--- config.mk ---
export PLATFORM = sky130hd
export DESIGN_NAME = mem_port_arbiter
export DESIGN_NICKNAME = d
export VERILOG_FILES = /design/src/rtl/mem_port_arbiter.sv
export SDC_FILE = /design/constraint.sdc
export NUM_CORES = 1
export LEC_CHECK = 0
export ABC_AREA = 0
export ABC_CLOCK_PERIOD_IN_PS = 2000
export BUFFER_PORTS_ARGS = -buffer_cell sky130_fd_sc_hd__buf_4
export CAP_MARGIN = 30
export CELL_PAD_IN_SITES_DETAIL_PLACEMENT = 1
export CELL_PAD_IN_SITES_GLOBAL_PLACEMENT = 1
export CORE_ASPECT_RATIO = 0.6
export CORE_MARGIN = 2
export CORE_UTILIZATION = 14
export DETAILED_ROUTE_END_ITERATION = 10
export GPL_ROUTABILITY_DRIVEN = 0
export PLACE_DENSITY_LB_ADDON = 0.1
export SYNTH_ARGS = -nofsm -noshare
export SYNTH_HDL_FRONTEND = slang
export SYNTH_SLANG_ARGS = --single-unit
--- constraint.sdc ---
create_clock -name clk -period 2 [get_ports clk]
set_clock_uncertainty 0.15 [all_clocks]
set_input_delay 0.5 -clock clk [delete_from_list [all_inputs] [get_ports clk]]
set_output_delay 0.5 -clock clk [all_outputs]
set_load 0.005 [all_outputs]
--- src/rtl/mem_port_arbiter.sv ---
// rtl/mem_port_arbiter.sv - two-requester arbiter for one memory port; optional ARB_FIXED_PRIORITY_EN
module mem_port_arbiter #(
  parameter int N        = 32,
  parameter int HOLD_MAX = 8
) (
  input  logic         clk,
  input  logic         rstb,
  input  logic         m0_req,
  input  logic         m0_wr_ena,
  input  logic [N-1:0] m0_addr,
  input  logic [N-1:0] m0_wr_data,
  output logic         m0_gnt,
  output logic         m0_rd_valid,
  output logic [N-1:0] m0_rd_data,
  input  logic         m1_req,
  input  logic         m1_wr_ena,
  input  logic [N-1:0] m1_addr,
  input  logic [N-1:0] m1_wr_data,
  output logic         m1_gnt,
  output logic         m1_rd_valid,
  output logic [N-1:0] m1_rd_data,
  output logic         mem_wr_ena,
  output logic [N-1:0] mem_addr,
  output logic [N-1:0] mem_wr_data,
  input  logic [N-1:0] mem_rd_data
);

  localparam int HW = (HOLD_MAX > 1) ? $clog2(HOLD_MAX) : 1;
  localparam logic [HW-1:0] HOLD_LAST = HW'(HOLD_MAX - 1);

  localparam logic [1:0] ST_IDLE = 2'd0;
  localparam logic [1:0] ST_OWN0 = 2'd1;
  localparam logic [1:0] ST_OWN1 = 2'd2;

  logic [1:0]    owner, owner_nxt;
  logic          last_winner, last_winner_nxt;
  logic [HW-1:0] hold_cnt, hold_cnt_nxt;
  logic          rd_valid0, rd_valid1;
  logic          cur_req, oth_req, oth_id, preempt_ok;
  logic          enter, enter_sel;

  assign m0_gnt      = (owner == ST_OWN0) & m0_req;
  assign m1_gnt      = (owner == ST_OWN1) & m1_req;
  assign m0_rd_valid = rd_valid0;
  assign m1_rd_valid = rd_valid1;
  assign m0_rd_data  = mem_rd_data;
  assign m1_rd_data  = mem_rd_data;

  // Memory port carries the granted requester's fields, otherwise parks at zero
  always_comb begin
    mem_wr_ena  = 1'b0;
    mem_addr    = '0;
    mem_wr_data = '0;
    if (m0_gnt) begin
      mem_wr_ena  = m0_wr_ena;
      mem_addr    = m0_addr;
      mem_wr_data = m0_wr_data;
    end else if (m1_gnt) begin
      mem_wr_ena  = m1_wr_ena;
      mem_addr    = m1_addr;
      mem_wr_data = m1_wr_data;
    end
  end

  // Ownership decision: handoff on release, HOLD_MAX preemption, tie-break from idle
  always_comb begin
    owner_nxt       = owner;
    last_winner_nxt = last_winner;
    hold_cnt_nxt    = hold_cnt;
    enter           = 1'b0;
    enter_sel       = 1'b0;
    cur_req         = (owner == ST_OWN1) ? m1_req : m0_req;
    oth_req         = (owner == ST_OWN1) ? m0_req : m1_req;
    oth_id          = (owner == ST_OWN0);
`ifdef ARB_FIXED_PRIORITY_EN
    // M0 keeps the port as long as it asks; only M1 tenure is bounded
    preempt_ok      = (owner == ST_OWN1);
`else
    preempt_ok      = 1'b1;
`endif
    case (owner)
      ST_OWN0, ST_OWN1: begin
        if (!cur_req) begin
          if (oth_req) begin
            enter     = 1'b1;
            enter_sel = oth_id;
          end else begin
            owner_nxt = ST_IDLE;
          end
        end else if (oth_req && preempt_ok && (hold_cnt == HOLD_LAST)) begin
          enter     = 1'b1;
          enter_sel = oth_id;
        end else if (oth_req) begin
          if (hold_cnt != HOLD_LAST) hold_cnt_nxt = hold_cnt + 1'b1;
        end else begin
          hold_cnt_nxt = '0;
        end
      end
      default: begin
        if (m0_req && m1_req) begin
          enter     = 1'b1;
`ifdef ARB_FIXED_PRIORITY_EN
          enter_sel = 1'b0;
`else
          enter_sel = ~last_winner;
`endif
        end else if (m0_req) begin
          enter     = 1'b1;
          enter_sel = 1'b0;
        end else if (m1_req) begin
          enter     = 1'b1;
          enter_sel = 1'b1;
        end
      end
    endcase
    if (enter) begin
      owner_nxt       = enter_sel ? ST_OWN1 : ST_OWN0;
      last_winner_nxt = enter_sel;
      hold_cnt_nxt    = '0;
    end
  end

  // Arbitration state; last_winner starts at M1 so M0 wins the first tie
  always_ff @(posedge clk or negedge rstb) begin
    if (!rstb) begin
      owner       <= ST_IDLE;
      last_winner <= 1'b1;
      hold_cnt    <= '0;
    end else begin
      owner       <= owner_nxt;
      last_winner <= last_winner_nxt;
      hold_cnt    <= hold_cnt_nxt;
    end
  end

  // Read-valid tracks granted reads one cycle later; reset drops anything in flight
  always_ff @(posedge clk or negedge rstb) begin
    if (!rstb) begin
      rd_valid0 <= 1'b0;
      rd_valid1 <= 1'b0;
    end else begin
      rd_valid0 <= m0_gnt & ~m0_wr_ena;
      rd_valid1 <= m1_gnt & ~m1_wr_ena;
    end
  end

endmodule

# After elaboration in Yosys (flattened, before gate mapping)
# Index checks and enable logic that the tools add are counted.
# word_totals
reg_bits	8
in_bits	166
output_inout_bits	133
wordCells	60
# op_classes
addsub	1
eq_ne	8
n_mux	32
bitwise	7
reduce_logical	7
# op_table
operator	n
two-way mux 32 bit	4
two-way mux 3 bit	6
two-way mux 1 bit	17
two-way mux 2 bit	5
AND 1 bit	4
inequality test 2 x 1 -> 1 bit (second input constant)	2
AND reduction 4 bit	1
nonzero test 2 bit	2
adder 3 x 1 -> 3 bit (second input constant)	1
equality test 3 bit (second input constant)	1
inequality test 3 x 1 -> 1 bit (second input constant)	1
inequality test 3 bit (second input constant)	1
NOT 1 bit	3
AND reduction 3 bit	1
equality test 2 x 1 -> 1 bit (second input constant)	1
equality test 2 bit (second input constant)	1
logical AND 1 bit	2
inequality test 2 bit (second input constant)	1
OR reduction 2 bit	1

# Logic depth before layout (Yosys ltp)
# depth
ltp_word	8
depth_mapped	8
depth_no_buf	6

# Worst setup path before layout
# Ideal clock, no wire load.
# synth_path
path_kind	in2out
startpoint	in m0_req
endpoint	out mem_addr[24]
t_arrival_ns	1.378
t_required_ns	1.350
path_slack_ns	-0.028
path_stages	6
cell_sequence	buf_4 -> and2_1 -> buf_6 -> buf_6 -> buf_6 -> a22o_1
# synth_via
elab_chain_cells	2
# synth_rtl
item	line_no	rtl
from (decl)	8	input logic m0_req,
AND 1 bit	42	assign m0_gnt = (owner == ST_OWN0) & m0_req;
two-way mux 32 bit	54	if (m0_gnt) begin
to (decl)	23	output logic [N-1:0] mem_addr,
# No other way between the ends.

# Worst setup path after layout
# layout_path
startpoint	reg owner[0]
endpoint	out mem_addr[22]
# layout_via
elab_chain_cells	4
# layout_rtl
item	line_no	rtl
from (decl)	35	logic [1:0] owner, owner_nxt;
from (signal assigned)	130	owner <= owner_nxt;
equality test 2 bit	43	assign m1_gnt = (owner == ST_OWN1) & m1_req;
AND 1 bit	43	
two-way mux 32 bit	58	end else if (m1_gnt) begin
two-way mux 32 bit *	54	
# Every way passes the cells marked *; elsewhere a longest branch is shown, timed or not.

==> results.md <==
* GRT overflow at 0
* Finished Core Util at 0.274
* CTS sink cnt at 8
* Pleak at 1.71 nW
* Syn_area_per_cell at 8.75 µm²
* FMAX at between 0.4 and 0.5 GHz
* Commonest cells after routing, fill and taps aside: 212 x buf_4, 68 x a22o_1, 7 x dfrtp_1, 7 x buf_6
* Crit path capture type: output pin
* Placed insts at 497
* Synth Area in Adders at 0.0369
* Ant diodes at 0
* Power density over cell area at 849 nW/µm²
* Fillers at roughly 1500
* Clk pin slew, worst setup/hold paths at 40 ps
* WP data arrival at roughly 1700 ps
* Die ar. at 13000 µm²
* Startpoint types: flop
* Number of global-route vias before repair at 2028
* Final std cells w/o fill at slightly above 500
* Minimum clock period at 2350 ps
* Final Cycle Share at 1.17
* Via count at 2039
* Via-to-Cell Ratio at 3.98
* GRT Total Usage at 0.108
* Syn Inst Count at 194
* Setup WS post-layout at -346 ps
* HP Class: in2reg
* Max-Slew Margin vs Limit at 0.837
* Post-Synth XOR/XNOR Area at 0
* Fin. Hold Viols at 0
* Htree depth at 1
* CTS Buf Count at 3
* Area of the multi-input gates at 883 µm²
* Starting DRT DRC Count at 30
* Initial antenna violation count at 0
* Violated checks: setup timing
* Synth Net Count at 365
* IO buf count at 202
* Detailed Route WL at 8.25 mm
* DR WL/cell at 16.1 µm
* I/O pin total at 299
* Initial Utilization at 0.142
* Max Slew Vio Count at 0
* Pin count of the biggest net entering global routing at 29
* CTS tree: yes
* Die Y-Extent at 89.3 µm
* Outcome: complete, but fails checks
* Simple-Gate Fraction of Synth Area at 0.0465
* NumNets Final at 519
* Clock Path Buffers at 2
* Crit path kind: reg2out
* Sequential cell area at 201 µm²
* Sequential-to-total area share from yosys stat at 0.119
* CTS Root Cell: clkbuf_16
* Yosys Warn Count at 0
* RSZ-0062 raised after global routing: yes
* DR DRC count at 0
* Slew @ Worst Pin at between 200 and 250 ps
* Layout cell share with drive strength beyond 1 at 0.695
* First-pass GRT wire length at 11.0 mm
* Unique cell type count in the Yosys netlist at 29
* Crit path required time at 1350 ps
* FF+latch count, synth at 8
* First-pass iteration count of the detailed router at 4
* Worst vdd ir at about 0.30 mV
* Clock latency on the worst-skew pair at 240 ps
* Site row count at 31
* Post-route ant nets at 0
* Commonest non-fill, non-tap cell in the layout: buf_4
* Synth Area in Compound Gates at 0.403
* Area Overhead vs Synth at 93.0%
* HPWL Detailed at 6.42 mm
* Setup violators final at 65
* Power, Total at between 2 and 3 mW
* Mux contribution to synthesized area at 0.0125
* Synthesized area at around 1700 µm²
* Core Region at 11900 µm²
* CP Max Fanout at 13
* Main combinational cell family by area after synthesis: compound AO/OA/AOI/OAI gates
* Max Cap Viol at 0
* Die extent in x at roughly 150 µm
## per-stage QoR
stage	hold slack, ps	cell area [µm²]	worst slack, ps	TNS, ps
2_1_floorplan	54.4	1710	1.88	0
3_3_place_gp	184	2970	-132	-6320
3_5_place_dp	184	2970	-135	-6680
4_1_cts	268	3250	-373	-20920
5_1_grt	277	3270	-444	-26260
6_report	277	3270	-346	-19760
## Yosys cell counts (all sizes together)
cell type / instances / area share
o221ai: 1 / 0.0052
a211oi: 2 / 0.0088
o21a: 1 / 0.0044
mux2: 1 / 0.0066
a21o: 1 / 0.0052
nand2b: 1 / 0.0037
and4b: 1 / 0.0059
a31oi: 1 / 0.0037
dfstp: 1 / 0.015
o21bai: 1 / 0.0044
nor2: 4 / 0.013
dfrtp: 7 / 0.10
clkbuf: 1 / 0.0022
mux2i: 1 / 0.0059
ha: 5 / 0.037
and2: 1 / 0.0037
o21ai: 3 / 0.0088
inv: 5 / 0.011
nand3b: 1 / 0.0044
a22o: 68 / 0.35
a21oi: 2 / 0.0059
nand2: 2 / 0.0044
buf: 79 / 0.37
a211o: 1 / 0.0052
nor2b: 3 / 0.011
## path summary, 6_finish.rpt
path                       cells past startpoint  slack [ps]                    start                       to
setup reg to reg                               8         120     owner[1]$_DFFE_PN0P_     owner[0]$_DFFE_PN0P_
hold / removal                                 2         280                m1_wr_ena    m1_rd_valid$_DFF_PN0_
min in group asynchronous                      2         480                     rstb     owner[0]$_DFFE_PN0P_
hold reg to reg                                2         330  last_winner$_DFFE_PN1P_  last_winner$_DFFE_PN1P_
max in group asynchronous                      2        1000                     rstb  last_winner$_DFFE_PN1P_
setup / recovery                               7        -350     owner[0]$_DFFE_PN0P_             mem_addr[22]
## kinds of logic after synthesis
kind of cell | Yosys count
buf+inv | 85
mux | 2
flops | 8
fa+ha+maj | 5
compound gates | 81
simple gates | 13
## layout make-up
cell class / instances / share of cell area
Clock buffer: 4 / 0.0241
Inverter: 5 / 0.00573
Multi-Input combinational cell: 101 / 0.270
Sequential cell: 8 / 0.0615
Tap cell: 165 / 0.0630
Timing Repair Buffer: 229 / 0.576
## state kept, by name, summed over array words and instances (netlist names)
name         cells
hold_cnt         3
m0_rd_valid      1
owner            2
m1_rd_valid      1
last_winner      1
## layer usage
layer  vias to the layer above  GRT usage  part of all wire
met1                       926      0.133              0.42
met3                        11     0.0423              0.11
met2                       132      0.177              0.46
met4                         0     0.0318             0.011
li1                        970          -                 -
met5                         -          0                 0
## power by group
part	leakage (nW)	internal, mW	switching [mW]
registers	0.104	0.219	0.0287
logic	1.57	1.33	0.846
clock network	0.0382	0.266	0.0878
total	1.71	1.82	0.962
## timing repair
action                                  in CTS  in global routing
pin swaps                                    5                  7
buffers inserted                             7                  3
gates resized for setup                     19                  3
endpoints found under the setup margin      67                 68
cloned                                       2                  2
hold endpoints to repair                     7                  0
hold buffers                                 1                  0
## worst max-delay path: stages, from the launching register on
cell       delay, ps
dfrtp_1          400
ha_2             190
and2_4           150
nor2_4           150
buf_12           160
clkbuf_16        170
a22o_1           130
buf_4            100
Note: power is estimated with default switching activity, not from simulation.
